[src/rtl/md_mem_arbiter.sv]
// md_mem_arbiter: sequences main-memory bus cycles feeding the MD register.
// Arbitrates CPU vs spy/debug requests, and the spy is forced through after
// STARVE_MAX consecutive CPU grants. It runs a single-outstanding
// mem_req/mem_ack handshake and returns one-cycle completion pulses. For CPU
// reads it also pulses loadmd.
//
// Optional feature macro: MEM_TIMEOUT_EN. When it is defined, a cycle that
// sees no mem_ack within TIMEOUT clocks is aborted and mem_err pulses. The
// TIMEOUT parameter exists only in that build.
//
// Ports:
//   clk, reset (async, active-low)
//   cpu_req/cpu_wr/cpu_addr : CPU request (level, held until cpu_done)
//   spy_req/spy_wr/spy_addr : spy request (level, held until spy_done)
//   mem_ack                 : bus completion
//   mem_req/mem_wr/mem_addr : registered bus request
//   owner                   : 0 = CPU, 1 = spy
//   loadmd, cpu_done, spy_done, mem_err : registered one-cycle pulses
//   cpu_wait                : combinational CPU stall
module md_mem_arbiter #(
  parameter int unsigned ADDR_W     = 22,
  parameter int unsigned STARVE_MAX = 4
`ifdef MEM_TIMEOUT_EN
  ,
  parameter int unsigned TIMEOUT    = 255
`endif
) (
  input  logic              clk,
  input  logic              reset,
  input  logic              cpu_req,
  input  logic              cpu_wr,
  input  logic [ADDR_W-1:0] cpu_addr,
  input  logic              spy_req,
  input  logic              spy_wr,
  input  logic [ADDR_W-1:0] spy_addr,
  input  logic              mem_ack,
  output logic              mem_req,
  output logic              mem_wr,
  output logic [ADDR_W-1:0] mem_addr,
  output logic              owner,
  output logic              loadmd,
  output logic              cpu_done,
  output logic              spy_done,
  output logic              cpu_wait,
  output logic              mem_err
);

  localparam int unsigned STARVE_W = 4;

  typedef enum logic [1:0] {
    IDLE  = 2'd0,
    CYCLE = 2'd1,
    DONE  = 2'd2
  } state_e;

  state_e              state_q, state_d;
  logic [STARVE_W-1:0] starve_q, starve_d;
  logic                mem_req_d, mem_wr_d, owner_d;
  logic [ADDR_W-1:0]   mem_addr_d;
  logic                loadmd_d, cpu_done_d, spy_done_d, mem_err_d;
  logic                cpu_win, spy_win;

`ifdef MEM_TIMEOUT_EN
  localparam int unsigned TO_W = $clog2(TIMEOUT + 1);
  logic [TO_W-1:0] to_cnt_q, to_cnt_d;
`endif

  // Stall the CPU until the cycle that carries its completion pulse.
  assign cpu_wait = cpu_req & ~cpu_done;

  // State and registered outputs.
  always_ff @(posedge clk or negedge reset) begin
    if (!reset) begin
      state_q  <= IDLE;
      starve_q <= '0;
      mem_req  <= 1'b0;
      mem_wr   <= 1'b0;
      mem_addr <= '0;
      owner    <= 1'b0;
      loadmd   <= 1'b0;
      cpu_done <= 1'b0;
      spy_done <= 1'b0;
      mem_err  <= 1'b0;
`ifdef MEM_TIMEOUT_EN
      to_cnt_q <= '0;
`endif
    end else begin
      state_q  <= state_d;
      starve_q <= starve_d;
      mem_req  <= mem_req_d;
      mem_wr   <= mem_wr_d;
      mem_addr <= mem_addr_d;
      owner    <= owner_d;
      loadmd   <= loadmd_d;
      cpu_done <= cpu_done_d;
      spy_done <= spy_done_d;
      mem_err  <= mem_err_d;
`ifdef MEM_TIMEOUT_EN
      to_cnt_q <= to_cnt_d;
`endif
    end
  end

  // Arbitration, handshake sequencing and pulse generation.
  always_comb begin
    state_d    = state_q;
    starve_d   = starve_q;
    mem_req_d  = mem_req;
    mem_wr_d   = mem_wr;
    mem_addr_d = mem_addr;
    owner_d    = owner;
    loadmd_d   = 1'b0;
    cpu_done_d = 1'b0;
    spy_done_d = 1'b0;
    mem_err_d  = 1'b0;
`ifdef MEM_TIMEOUT_EN
    to_cnt_d   = to_cnt_q;
`endif
    cpu_win = cpu_req & (~spy_req | (starve_q < STARVE_W'(STARVE_MAX)));
    spy_win = spy_req & ~cpu_win;

    case (state_q)
      IDLE: begin
        if (cpu_win) begin
          state_d    = CYCLE;
          mem_req_d  = 1'b1;
          mem_wr_d   = cpu_wr;
          mem_addr_d = cpu_addr;
          owner_d    = 1'b0;
          // The CPU wins against a pending spy only below STARVE_MAX,
          // so the increment saturates at STARVE_MAX by construction.
          starve_d   = spy_req ? starve_q + STARVE_W'(1) : '0;
`ifdef MEM_TIMEOUT_EN
          to_cnt_d   = '0;
`endif
        end else if (spy_win) begin
          state_d    = CYCLE;
          mem_req_d  = 1'b1;
          mem_wr_d   = spy_wr;
          mem_addr_d = spy_addr;
          owner_d    = 1'b1;
          starve_d   = '0;
`ifdef MEM_TIMEOUT_EN
          to_cnt_d   = '0;
`endif
        end
      end
      CYCLE: begin
        if (mem_ack) begin
          state_d    = DONE;
          mem_req_d  = 1'b0;
          loadmd_d   = ~owner & ~mem_wr;
          cpu_done_d = ~owner;
          spy_done_d = owner;
        end
`ifdef MEM_TIMEOUT_EN
        // A timeout abort completes the owner with an error and never loads MD.
        else if (to_cnt_q == TO_W'(TIMEOUT - 1)) begin
          state_d    = DONE;
          mem_req_d  = 1'b0;
          cpu_done_d = ~owner;
          spy_done_d = owner;
          mem_err_d  = 1'b1;
        end else begin
          to_cnt_d = to_cnt_q + TO_W'(1);
        end
`endif
      end
      DONE:    state_d = IDLE;
      default: state_d = IDLE;
    endcase
  end

endmodule

[config.mk]
export PLATFORM = sky130hd
export DESIGN_NAME = md_mem_arbiter
export DESIGN_NICKNAME = d
export VERILOG_FILES = /design/src/rtl/md_mem_arbiter.sv
export SDC_FILE = /design/constraint.sdc
export NUM_CORES = 1
export LEC_CHECK = 0
export ABC_AREA = 1
export CAP_MARGIN = 15
export CORE_MARGIN = 2
export CORE_UTILIZATION = 37
export CTS_CLUSTER_SIZE = 28
export DETAILED_ROUTE_END_ITERATION = 10
export PLACE_DENSITY = 0.85
export SLEW_MARGIN = 20
export SYNTH_ARGS = -nofsm -noshare
export SYNTH_HDL_FRONTEND = slang
export SYNTH_SLANG_ARGS = --single-unit
[constraint.sdc]
create_clock -name clk -period 1.05 [get_ports clk]
set_input_delay 0.1575 -clock clk [delete_from_list [all_inputs] [get_ports clk]]
set_output_delay 0.1575 -clock clk [all_outputs]
set_load 0.1 [all_outputs]
* After elaboration in Yosys (flattened, before gate mapping)
Index checks and enable logic that the tools add are counted.
Word-level totals: ROM bits 0, latch bits 0, bits in writable memories 0, register bits after elaboration 34, memories 0
Operators by class: mux-type cells 22, shift operators 0, bitwise gates (word level) 10, reductions and logical operators 6, eq/ne operators 3, $mul 0, $add $sub $neg 1, div/mod/pow operators 0, order comparisons 1
Operators with widths (number):
- 2-to-1 mux 22 bit | 2
- 2-to-1 mux 1 bit | 12
- 2-to-1 mux 4 bit | 3
- 2-to-1 mux 2 bit | 3
- inverter 1 bit | 5
- adder 4 x 1 -> 4 bit (second input constant) | 1
- AND 1 bit | 4
- less-than comparator 4 x 3 -> 1 bit (second input constant) | 1
- case mux 2 bit (2 select lines) | 1
- AND reduction 2 bit | 2
- nonzero test 2 bit | 2
- inequality test 3 bit (second input constant) | 1
- AND reduction 3 bit | 1
- equality test 2 x 1 -> 1 bit (second input constant) | 1
- logical NOT 2 bit | 1
- inequality test 2 bit (second input constant) | 1
- case mux 1 bit (2 select lines) | 1
- OR 1 bit | 1

* Depth between registers and ports, before layout
word-level depth 8, gate-level depth with buffers 8, mapped depth without buffers 7

* Worst setup path before layout
OpenSTA, ideal clock, no wires.
path kind reg-to-output, start register cpu_done, end output cpu_wait, data arrival time 2.144 ns, path slack -1.251 ns, stages on the path, launching flop included 2, buffers on the path 0, cells stage by stage dfrtp_1 > nor2_1
On the way: longest elaborated chain between the ends 2
RTL lines:
- from (decl) | RTL line 42 | output logic cpu_done,
- from (signal assigned) | RTL line 95 | cpu_done <= cpu_done_d;
- inverter 1 bit | RTL line 69 | assign cpu_wait = cpu_req & ~cpu_done;
- AND 1 bit | RTL line 69
- to (decl) | RTL line 44 | output logic cpu_wait,
No other way between the ends.

* Worst setup path in the final report
start register starve_q[3], end register mem_addr[21]
On the way: longest elaborated chain between the ends 7
RTL lines:
- from (decl) | RTL line 57 | logic [STARVE_W-1:0] starve_q, starve_d;
- from (signal assigned) | RTL line 89 | starve_q <= starve_d;
- less-than comparator 4 x 3 -> 1 bit (*) | RTL line 119 | cpu_win = cpu_req & (~spy_req | (starve_q < STARVE_W'(STARVE_MAX)));
- OR 1 bit (*) | RTL line 119
- AND 1 bit (*) | RTL line 119
- inverter 1 bit | RTL line 120 | spy_win = spy_req & ~cpu_win;
- AND 1 bit | RTL line 120
- nonzero test 2 bit (no source line)
- AND reduction 2 bit (no source line)
- to (signal assigned) | RTL line 92 | mem_addr <= mem_addr_d;
- to (decl) | RTL line 39 | output logic [ADDR_W-1:0] mem_addr,
Mark *: on every way between the ends. The rest lies on a longest branch, timed or not. A chain may end at the register's enable or synchronous reset.

==> results.toml <==
[outcome]
run_status = "complete, but fails checks"
violated_checks = "setup timing"

[worst_setup_path]
worstSetupPathType = "reg2reg"
end_kind = "flop"
critPathLaunchType = "flop"
cp_data_required_time_ns = 1.27
critPathArrivalTime_ns = 1.55
peak_fanout_along_the_critical_path = 6

[detailed_routing]
viasPerCell = 4.83
detailed_routing_iteration_count_for_the_pre_antenna_repair_pass = 4
routed_via_count = 1989
ant_nets = 0
drt_iter0_drc = 104
avgRoutedWirePerCell_um = 15.0
drt_wl_total_um = 6190
drc_errors = 0

[yosys]
synthXorXnorAreaFrac_pct = 0
synth_compound_area_share_pct = 1.74
post_synth_edffs = 0
synth.area.top_cells = "dfrtp_1, nand2_1, nand3_1"
synth.yosys.warnings = 0
proportion_of_netlist_area_held_by_the_largest_area_contributor_pct = 47.5
netlist-cell-type-count = 21
synth_cells = 252
synth.yosys.seq_area_share_pct = 47.5
synth_mux_area_share_pct = 0
synth.net_count = 304
synth.largest_area_cell = "dfrtp_1"
synthArstFlopShare_pct = 100
synthesis.area_per_instance_um2 = 7.11
synth-adder-area-share_pct = 0.698
ys_ff_latch = 34
synthFlopType = "dfrtp_1"
largest_family_of_logic_cells_by_synthesized_area = "simple AND/OR/NAND/NOR gates"
post_synth_and_or_nand_nor_area_fraction_pct = 33.5
syn-cell-area_mm2 = 0.00179

[timing]
upper_clock_frequency_limit_mhz = 755
timing.final.crit_share_pct = 126
finalSetupViolCount = 44
worst_slack_ns = -0.274
unrepaired_setup_endpoints_after_global_routing = "yes"
period_needed_ns = 1.32
hold_viol = 0
finalHoldWorstSlack_ns = 0.363
worst_clock_skew_ns = 0.00365
maxSlewViolCount = 0

[placement]
portBuffers = 79
detailedPlacementHpwl_um = 3530
pre_cts_slack_ns = -0.474
gpl.final_weighted_congestion = 0.776
postPlaceCellArea_mm2 = 0.00305
placed_cells = 386

[die]
pin_count = 81
die_width_um = 73.6
rows = 25
die_area_mm2 = 0.00542
overall_die_height_um = 73.6
initial_core_util_pct = 38.2
coreArea_mm2 = 0.00469

[worst_hold_path]
min-delay-path-class = "in2async"

[clock_tree]
cts_max_level = 2
max-clock-path-buffers = 2
clock_tree_from_tritoncts = "yes"
cts_num_sinks = 34
clk_transition_reported_paths_ns = 0.07
cts_made_buffers = 5
clk_root_buffer_cell = "clkbuf_8"
clk_latency_ns = 0.29

[layout]
drive_above_1_share_pct = 40.2
finish.cell_count_without_fillers = 412
most_common_cell_after_layout_fill_and_taps_aside = "nand2_1"
synthToLayoutAreaGrowth_pct = 102
insertedDiodeCount = 0
postLayoutCellArea_mm2 = 0.00363
layout_common_cells = "nand2_1, inv_1, clkdlybuf4s50_1"
nNetsFinal = 409

[grt]
grt_max_degree = 35
first_global_vias = 1841
groute.usage.overall_pct = 20.3
grt_antenna_before_repair = 0
globalRouteOverflowTotal = 0
grt_pass1_wl_um = 8380

[pwr]
pwr_density_cell_mw_per_mm2 = 3420
static_leakage_uw = 0.00184
vdd.ir_drop.worst_uv = 2880
post-layout-total-power_uw = 12400

[flow_run]
max_cap_viol_count = 0
[final cells by class]
| type | instances | area [µm²] |
|---|---|---|
| sequential | 34 | 886 |
| tap | 54 | 67.6 |
| inverter | 56 | 236 |
| clock inverter | 1 | 5.00 |
| timing repair inverter | 1 | 11.3 |
| multi-input combinational | 148 | 837 |
| fill | 284 | 1070 |
| timing repair buffer | 111 | 1500 |
| clock buffer | 7 | 86.3 |
[synthesized netlist by cell type, types with 2 or more instances]
library cell,instances
buf_2,7
buf_4,2
dfrtp_1,34
buf_6,2
nor2_1,8
nand4_1,2
nand3_1,48
inv_1,55
clkbuf_1,2
nand2_1,80
o21ai_1,2
[final timing paths]
| check | startpoint | endpoint | slack (ns) | depth (start not counted) |
|---|---|---|---|---|
| worst max-delay path | starve_q[3]$_DFFE_PN0P_ | mem_addr[21]$_DFFE_PN0P_ | -0.27 | 7 |
| worst min-delay path | reset | cpu_done$_DFF_PN0_ | 0.36 | 3 |
| worst max register to register | starve_q[3]$_DFFE_PN0P_ | mem_addr[21]$_DFFE_PN0P_ | -0.27 | 7 |
| worst min register to register | mem_addr[2]$_DFFE_PN0P_ | mem_addr[2]$_DFFE_PN0P_ | 0.51 | 2 |
| max in group asynchronous | reset | mem_addr[19]$_DFFE_PN0P_ | 0.50 | 3 |
| min in group clk | spy_req | starve_q[0]$_DFFE_PN0P_ | 0.40 | 3 |
[critical path, stage by stage, from the launching register on]
cell	delay, ns
dfrtp_1	0.43
o21ai_4	0.19
buf_12	0.15
nand2_8	0.08
clkbuf_16	0.17
nand2_1	0.06
nand3_1	0.10
nand2_1	0.09
[cells by family (layout without fill, tap and decap cells)]
| logic type | after synthesis | in the layout |
|---|---|---|
| AND/OR/NAND/NOR | 141 | 141 |
| buffers and inverters | 70 | 176 |
| flip-flops | 34 | 34 |
| AO/OA/AOI/OAI | 5 | 5 |
| adder cells (fa/ha/maj) | 1 | 1 |
| other | 1 | 1 |
[registers in the layout (all words and copies together) (netlist names)]
signal,cells
starve_q,4
mem_wr,1
state_q,2
loadmd,1
mem_req,1
spy_done,1
mem_addr,22
cpu_done,1
owner,1
[per-layer routing]
| metal | up-vias | part of all wire (%) | GRT usage (%) |
|---|---|---|---|
| li1 | 961 | - | - |
| met1 | 947 | 38 | 23.2 |
| met2 | 66 | 54 | 37.1 |
| met3 | 15 | 4.3 | 3.84 |
| met4 | 0 | 3.1 | 7.88 |
| met5 | - | 0 | 0 |
[power by group]
group          internal, µW  total [µW]  switching, µW
Clock                   529        1000            471
Combinational          3290        8760           5470
Sequential             1990        2650            659
[repair_timing]
| item | CTS | global route |
|---|---|---|
| cloned | 0 | 5 |
| endpoints found under the setup margin | 42 | 57 |
| hold buffers | 1 | 0 |
| resized for setup | 33 | 35 |
| setup buffers | 4 | 8 |
| pin swaps | 11 | 12 |
| endpoints found under the hold margin | 34 | 0 |
[through the flow]
stage / setup TNS [ns] / util, %
after floorplan: -1.56 / -
after global placement: -13.06 / 64.9
after detailed placement: -13.57 / 64.9
after CTS: -3.69 / 70.3
after global routing: -7.82 / 77.3
final: -5.68 / 77.3
Power figures use the tool's default switching activity.
